[src/rtl/alien_bomb_move_if.sv]
// Bomb mover bus: frame/game controls and formation state in, bomb position and status out.
interface alien_bomb_move_if #(parameter int NUM_COLS = 8);
  logic                startOfFrame;
  logic                enable;
  logic [NUM_COLS-1:0] alive_cols;
  logic [10:0]         formation_x;
  logic [10:0]         formation_y;
  logic                collision;
  logic                active;
  logic                fired;
  logic [10:0]         bomb_x;
  logic [10:0]         bomb_y;

  modport master (
    output startOfFrame, enable, alive_cols, formation_x, formation_y, collision,
    input  active, fired, bomb_x, bomb_y
  );
  modport slave (
    input  startOfFrame, enable, alive_cols, formation_x, formation_y, collision,
    output active, fired, bomb_x, bomb_y
  );
endinterface

[src/rtl/alien_bomb_move.sv]
// Single alien bomb: picks a live column via LFSR, drops the bomb a fixed step per frame,
// and retires it on collision or at the screen bottom.
module alien_bomb_move #(
  parameter int NUM_COLS         = 8,
  parameter int COL_PITCH        = 32,
  parameter int ALIEN_W          = 16,
  parameter int BOMB_W           = 4,
  parameter int ALIEN_BOTTOM_OFF = 16,
  parameter int SPEED            = 3,
  parameter int COOLDOWN_FRAMES  = 45,
  parameter int Y_BOTTOM         = 463
) (
  input  logic               clk,
  input  logic               reset,
  alien_bomb_move_if.slave   bus
);
  localparam int CW = $clog2(NUM_COLS);
  localparam int SW = CW + 1;

  localparam logic [1:0] IDLE   = 2'd0;
  localparam logic [1:0] SELECT = 2'd1;
  localparam logic [1:0] MOVE   = 2'd2;

  localparam logic [15:0] CD_INIT = 16'(COOLDOWN_FRAMES);
  localparam logic [10:0] X_OFF   = 11'((ALIEN_W - BOMB_W) / 2);
  localparam logic [10:0] Y_OFF   = 11'(ALIEN_BOTTOM_OFF);
  localparam logic [10:0] PITCH   = 11'(COL_PITCH);
  localparam logic [16:0] STEP    = 17'(SPEED * 64);
  localparam logic [11:0] SPD12   = 12'(SPEED);
  localparam logic [11:0] YB12    = 12'(Y_BOTTOM);
  localparam logic [SW-1:0] SCAN_LAST = SW'(NUM_COLS - 1);

  logic [1:0]    state_q;
  logic [7:0]    lfsr_q, lfsr_d;
  logic [15:0]   cooldown_q;
  logic [CW-1:0] col_q;
  logic [SW-1:0] scan_q;
  logic [10:0]   bomb_x_q;
  logic [16:0]   ypos_q;   // Y in 1/64 pixel units
  logic          active_q, fired_q, hit_q;
  logic          retire_bottom;

  // x^8+x^6+x^5+x^4+1, maximal length so the nonzero seed never reaches zero
  assign lfsr_d = {lfsr_q[6:0], lfsr_q[7] ^ lfsr_q[5] ^ lfsr_q[4] ^ lfsr_q[3]};

  assign retire_bottom = ({1'b0, ypos_q[16:6]} + SPD12) > YB12;

  always_ff @(posedge clk) begin
    if (reset) begin
      state_q    <= IDLE;
      lfsr_q     <= 8'hA5;
      cooldown_q <= CD_INIT;
      col_q      <= '0;
      scan_q     <= '0;
      bomb_x_q   <= '0;
      ypos_q     <= '0;
      active_q   <= 1'b0;
      fired_q    <= 1'b0;
      hit_q      <= 1'b0;
    end else begin
      lfsr_q  <= lfsr_d;
      fired_q <= 1'b0;
      case (state_q)
        IDLE: begin
          if (bus.startOfFrame && bus.enable) begin
            if (cooldown_q != 16'd0) begin
              cooldown_q <= cooldown_q - 16'd1;
            end else begin
              col_q   <= lfsr_q[CW-1:0];
              scan_q  <= '0;
              state_q <= SELECT;
            end
          end
        end
        SELECT: begin
          if (bus.alive_cols[col_q]) begin
            bomb_x_q <= bus.formation_x + 11'(col_q) * PITCH + X_OFF;
            ypos_q   <= {bus.formation_y + Y_OFF, 6'd0};
            active_q <= 1'b1;
            fired_q  <= 1'b1;
            hit_q    <= 1'b0;
            state_q  <= MOVE;
          end else begin
            col_q  <= col_q + 1'b1;
            scan_q <= scan_q + 1'b1;
            if (scan_q == SCAN_LAST) begin
              cooldown_q <= CD_INIT;
              state_q    <= IDLE;
            end
          end
        end
        MOVE: begin
          if (bus.startOfFrame) begin
            if (hit_q || bus.collision || (bus.enable && retire_bottom)) begin
              active_q   <= 1'b0;
              cooldown_q <= CD_INIT;
              state_q    <= IDLE;
            end else if (bus.enable) begin
              ypos_q <= ypos_q + STEP;
            end
          end else if (bus.collision) begin
            hit_q <= 1'b1;
          end
        end
        default: state_q <= IDLE;
      endcase
    end
  end

  assign bus.active = active_q;
  assign bus.fired  = fired_q;
  assign bus.bomb_x = bomb_x_q;
  assign bus.bomb_y = ypos_q[16:6];
endmodule

[src/flat_wrapper.sv]
// flat-port wrapper written by rule: the top's interface ports become plain ports
module alien_bomb_move_flat 
#(
  parameter int NUM_COLS         = 8,
  parameter int COL_PITCH        = 32,
  parameter int ALIEN_W          = 16,
  parameter int BOMB_W           = 4,
  parameter int ALIEN_BOTTOM_OFF = 16,
  parameter int SPEED            = 3,
  parameter int COOLDOWN_FRAMES  = 45,
  parameter int Y_BOTTOM         = 463
)
  (clk, reset, bus_startOfFrame, bus_enable, bus_alive_cols, bus_formation_x, bus_formation_y, bus_collision, bus_active, bus_fired, bus_bomb_x, bus_bomb_y);
  alien_bomb_move_if #(.NUM_COLS(NUM_COLS)) bus_i ();
  input  logic clk;
  input  logic reset;
  input wire logic [$bits(bus_i.startOfFrame)-1:0] bus_startOfFrame;
  input wire logic [$bits(bus_i.enable)-1:0] bus_enable;
  input wire logic [$bits(bus_i.alive_cols)-1:0] bus_alive_cols;
  input wire logic [$bits(bus_i.formation_x)-1:0] bus_formation_x;
  input wire logic [$bits(bus_i.formation_y)-1:0] bus_formation_y;
  input wire logic [$bits(bus_i.collision)-1:0] bus_collision;
  output wire logic [$bits(bus_i.active)-1:0] bus_active;
  output wire logic [$bits(bus_i.fired)-1:0] bus_fired;
  output wire logic [$bits(bus_i.bomb_x)-1:0] bus_bomb_x;
  output wire logic [$bits(bus_i.bomb_y)-1:0] bus_bomb_y;
  assign bus_i.startOfFrame = bus_startOfFrame;
  assign bus_i.enable = bus_enable;
  assign bus_i.alive_cols = bus_alive_cols;
  assign bus_i.formation_x = bus_formation_x;
  assign bus_i.formation_y = bus_formation_y;
  assign bus_i.collision = bus_collision;
  assign bus_active = bus_i.active;
  assign bus_fired = bus_i.fired;
  assign bus_bomb_x = bus_i.bomb_x;
  assign bus_bomb_y = bus_i.bomb_y;
  alien_bomb_move #(.NUM_COLS(NUM_COLS), .COL_PITCH(COL_PITCH), .ALIEN_W(ALIEN_W), .BOMB_W(BOMB_W), .ALIEN_BOTTOM_OFF(ALIEN_BOTTOM_OFF), .SPEED(SPEED), .COOLDOWN_FRAMES(COOLDOWN_FRAMES), .Y_BOTTOM(Y_BOTTOM)) u_core (.clk(clk), .reset(reset), .bus(bus_i));
endmodule
[config.mk]
export PLATFORM = sky130hd
export DESIGN_NAME = alien_bomb_move_flat
export DESIGN_NICKNAME = d
export VERILOG_FILES = /design/src/rtl/alien_bomb_move_if.sv /design/src/rtl/alien_bomb_move.sv /design/src/flat_wrapper.sv
export SDC_FILE = /design/constraint.sdc
export NUM_CORES = 1
export LEC_CHECK = 0
export BUFFER_PORTS_ARGS = -buffer_cell sky130_fd_sc_hd__buf_4
export CAP_MARGIN = 10
export CELL_PAD_IN_SITES_DETAIL_PLACEMENT = 1
export CELL_PAD_IN_SITES_GLOBAL_PLACEMENT = 2
export CORE_MARGIN = 10
export CORE_UTILIZATION = 25
export DETAILED_ROUTE_END_ITERATION = 8
export MAX_ROUTING_LAYER = met4
export PLACE_DENSITY_LB_ADDON = 0.3
export SYNTH_ARGS = -nofsm -noshare
export SYNTH_HDL_FRONTEND = slang
export SYNTH_SLANG_ARGS = --single-unit
[constraint.sdc]
create_clock -name clk -period 5.56 [get_ports clk]
set_clock_uncertainty 0.1 [all_clocks]
set_input_delay 0.556 -clock clk [delete_from_list [all_inputs] [get_ports clk]]
set_output_delay 0.556 -clock clk [all_outputs]
set_load 0.01 [all_outputs]
==> impl.org <==
** Status
- The flow ran to the end, and the final reports show no timing, DRC or antenna violations.

** Detailed routing
- Pre-antenna DRT Iters :: 4
- After detailed routing, the number of vias per cell comes to 4.95.
- Wires add up to between 10000 and 15000 um.
- The detail route stage leaves a number of antenna-violating nets equal to 0.
- Via count of the routed design :: roughly 3200
- 1st-iter DRT viols :: ~160
- Post-route DRC :: 0
- Average wire per cell in the routed design :: around 16 um

** CTS
- The tree is rooted in a clkbuf_16.
- The H-tree was split into 3 levels.
- Clock tree from TritonCTS :: built
- In this run the post-CTS setup repair buffer count came out at 0.
- The tree built by TritonCTS fans out to a little under 60 sinks.
- For the worst-skew pair, the clock arrives at the later sink with an insertion delay of around 0.34 ns.
- Number of cells upsized or downsized after cts :: 0
- Num CTS Buffers :: 9
- Buffers inserted to repair hold after CTS numbered 0.
- After clock tree synthesis, the clock-pin slew on the worst setup and hold paths is ~0.05 ns.
- Clock tree buffer depth :: 2

** Logic synthesis
- The number of different library cells used by synthesis comes to 62.
- Synthesis handed over a netlist of 413 instances.
- Post-synthesis async set-or-reset flop share :: 0%
- Main area contributors after synthesis :: dfxtp_1, a21oi_1, ha_1, nor2_1, nand3_1
- Syn Nets :: around 460
- For this run, the leading register cell type out of synthesis is dfxtp_1.
- Flop and latch count out of synthesis :: 58
- The Yosys step of the flow raised 0 warnings.
- Ranking of synthesized cells by instance count :: dfxtp_1, nor2_1, a21oi_1
- Of all cell types, the one taking the most synthesized area is dfxtp_1.
- The synthesized design devotes to its leading area cell type between 30% and 40% of total area.
- Sequential elements use 34.9% of the synthesized area.
- Area of the mapped netlist :: roughly 3300 um2
- dfxtp_1 is the most common cell in the netlist.
- The average instance in the mapped netlist occupies between 8 and 9 um2.
- EDFF count, synth :: 0

** Critical path
- Worst-path fanout max :: 14
- The critical path in this run is classified as reg2reg.
- In this run the register-to-register setup slack is ~2.5 ns.
- Measured in cells, the most critical reg-to-reg path has a length of 8.
- Endpoint kind of the worst setup timing path :: flop
- STA classifies the critical path startpoint as a flop.
- The worst register-to-register path ends at u_core.ypos_q[9].
- Reg-to-reg startpoint :: u_core.ypos_q[6]
- Critical path required time :: ~5.7 ns
- CP arrival :: 3.21 ns

** Timing
- Final setup violation count :: 0
- For the pin with the worst max-slew slack, the measured transition is 1.06 ns.
- Achievable clock frequency :: between 300 and 400 MHz
- Max-slew violations :: 0
- Setup repair after global routing left no endpoint under its margin.
- Measured against its own limit, the worst slew margin works out to between 20% and 30%.
- After layout, the minimum clock period comes to 3.06 ns.
- Sum Neg Setup Slack :: 0 ns
- The final hold violation count is 0.
- Fin crit share :: a little under three fifths

** Hold path
- Counting instances, the worst hold path has a depth of 1.
- The tightest min-delay check is of the reg2reg type.
- Worst Hold Endpoint :: u_core.lfsr_q[7]
- Hold Crit Start :: u_core.lfsr_q[6]

** Final layout
- In the final design database the tool counted slightly above 500 nets.
- The post-route netlist has 19.8% of its cells at a drive strength greater than 1.
- Layout-stage area growth over the synthesis result :: 25.9%
- Excluding fillers, the count of instances in the completed layout stands at about 650.
- Number of antenna diodes :: 0

** Power and ir drop
- Summed over all cells, the static leakage comes to ~1.5 nW.
- IR drop worst, VDD :: just under 200 uV
- Power spread over the standard cell area amounts to between 300 and 400 nW/um2.

** Die
- Vertical die dimension :: 135 um
- Cell row count :: 42
- The floorplan step defined a die boundary enclosing 18300 um2.
- between 50 and 60 I/O pins were placed.
- Initial core utilization :: 25.3%
- Placeable Area :: roughly 13000 um2
- The die is roughly 140 um wide.

** Global route
- Wire length of the first global-routing pass :: 16900 um
- Number of antenna violations at the first check in global routing :: 0
- Vias in the first global route :: 3373
- Total grt overflow :: 0
- Maximum number of pins on one net before global-route repair :: 65
- Global routing used around an eighth of the available tracks across all layers.

** Placed design
- Quantity of I/O buffers inserted on ports :: a little under 60
- Detailed placement ended at an HPWL of about 7200 um.
- Once placement completed, the tool counted placed cells totaling between 600 and 700.
- Final GP Congestion :: about 0.73

** Flow run
- Max cap viols :: 0
==> logic make-up after synthesis <==
family / Yosys count / synth area share (%)
AO/OA/AOI/OAI: 113 / 21.9
XOR/XNOR: 16 / 4.22
adder cells (fa/ha/maj): 13 / 4.89
buffers and inverters: 42 / 4.97
flip-flops: 58 / 34.9
multiplexers: 8 / 3.31
AND/OR/NAND/NOR: 163 / 25.8
==> layer usage <==
metal	wire (um)	global-route usage, %
met2	4720	18.7
met5	0	-
met3	523	4.97
met1	4720	13.2
met4	172	4.19
==> stage by stage <==
step | hold slack [ns] | area, um2 | power, mW | setup WS, ns | utilization (%)
after detailed placement | 0.302 | 3910 | 1.03 | 2.37 | 29.8
after CTS | 0.310 | 4180 | 1.56 | 2.45 | 31.8
final | 0.308 | 4180 | 1.53 | 2.50 | 31.8
after global routing | 0.315 | 4180 | 1.64 | 2.21 | 31.8
after floorplan | 0.289 | 3320 | 0.854 | 3.14 | -
after global placement | 0.294 | 3910 | 1.01 | 2.43 | 29.8
==> critical path, stage by stage (launching register included) <==
cell	delay, ns
dfxtp_1	0.41
inv_1	0.06
ha_1	0.34
nor4b_1	0.41
a211oi_2	0.10
o211ai_1	0.85
nor3_1	0.16
or4_1	0.45
o311ai_1	0.09
==> layout make-up <==
type | count | area [um2]
clock inverters | 5 | 30.0
flip-flops and latches | 58 | 1160
well taps | 176 | 220
clock buffers | 11 | 243
fillers | 1606 | 8950
multi-input cells | 313 | 2000
repair buffers | 60 | 450
inverters | 22 | 82.6
==> cell usage in the layout (no fill, tap or decap), types with 6 or more instances in the layout <==
cell type  instances
buf_4             60
dfxtp_1           58
nor2_1            42
a21oi_1           33
nand2_1           24
inv_1             22
nand3_1           20
nor3_1            17
o21ai_0           16
o21ai_1           13
ha_1              13
a211oi_1          10
xnor2_1            9
clkbuf_16          9
nor2b_1            8
xor2_1             7
or3_1              7
nor4_1             6
a31oi_1            6
==> worst max-delay path by stage <==
stage / from / end / slack, ns / cells past startpoint
6_report: u_core.ypos_q[6] / u_core.ypos_q[9] / 2.50 / 8
2_1_floorplan: u_core.ypos_q[6] / u_core.ypos_q[10] / 3.14 / 10
3_3_place_gp: bus_alive_cols[7] / u_core.cooldown_q[0] / 2.43 / 8
3_5_place_dp: bus_alive_cols[7] / u_core.cooldown_q[0] / 2.37 / 8
4_1_cts: u_core.col_q[0] / u_core.cooldown_q[1] / 2.45 / 7
5_1_grt: u_core.ypos_q[6] / u_core.ypos_q[9] / 2.21 / 8
==> power breakdown <==
part	leakage, nW	internal, mW	switching (mW)
Combinational	0.871	0.202	0.277
Clock	0.131	0.311	0.207
Sequential	0.471	0.469	0.0605
==> registers in the layout, summed over array words and instances (netlist names) <==
name and cells:
u_core.bus.active 1, u_core.bus.bomb_x 11, u_core.bus.fired 1, u_core.col_q 3
u_core.cooldown_q 16, u_core.hit_q 1, u_core.lfsr_q 8, u_core.scan_q 4
u_core.state_q 2, u_core.ypos_q 11
Note: power is estimated with default switching activity, not from simulation.
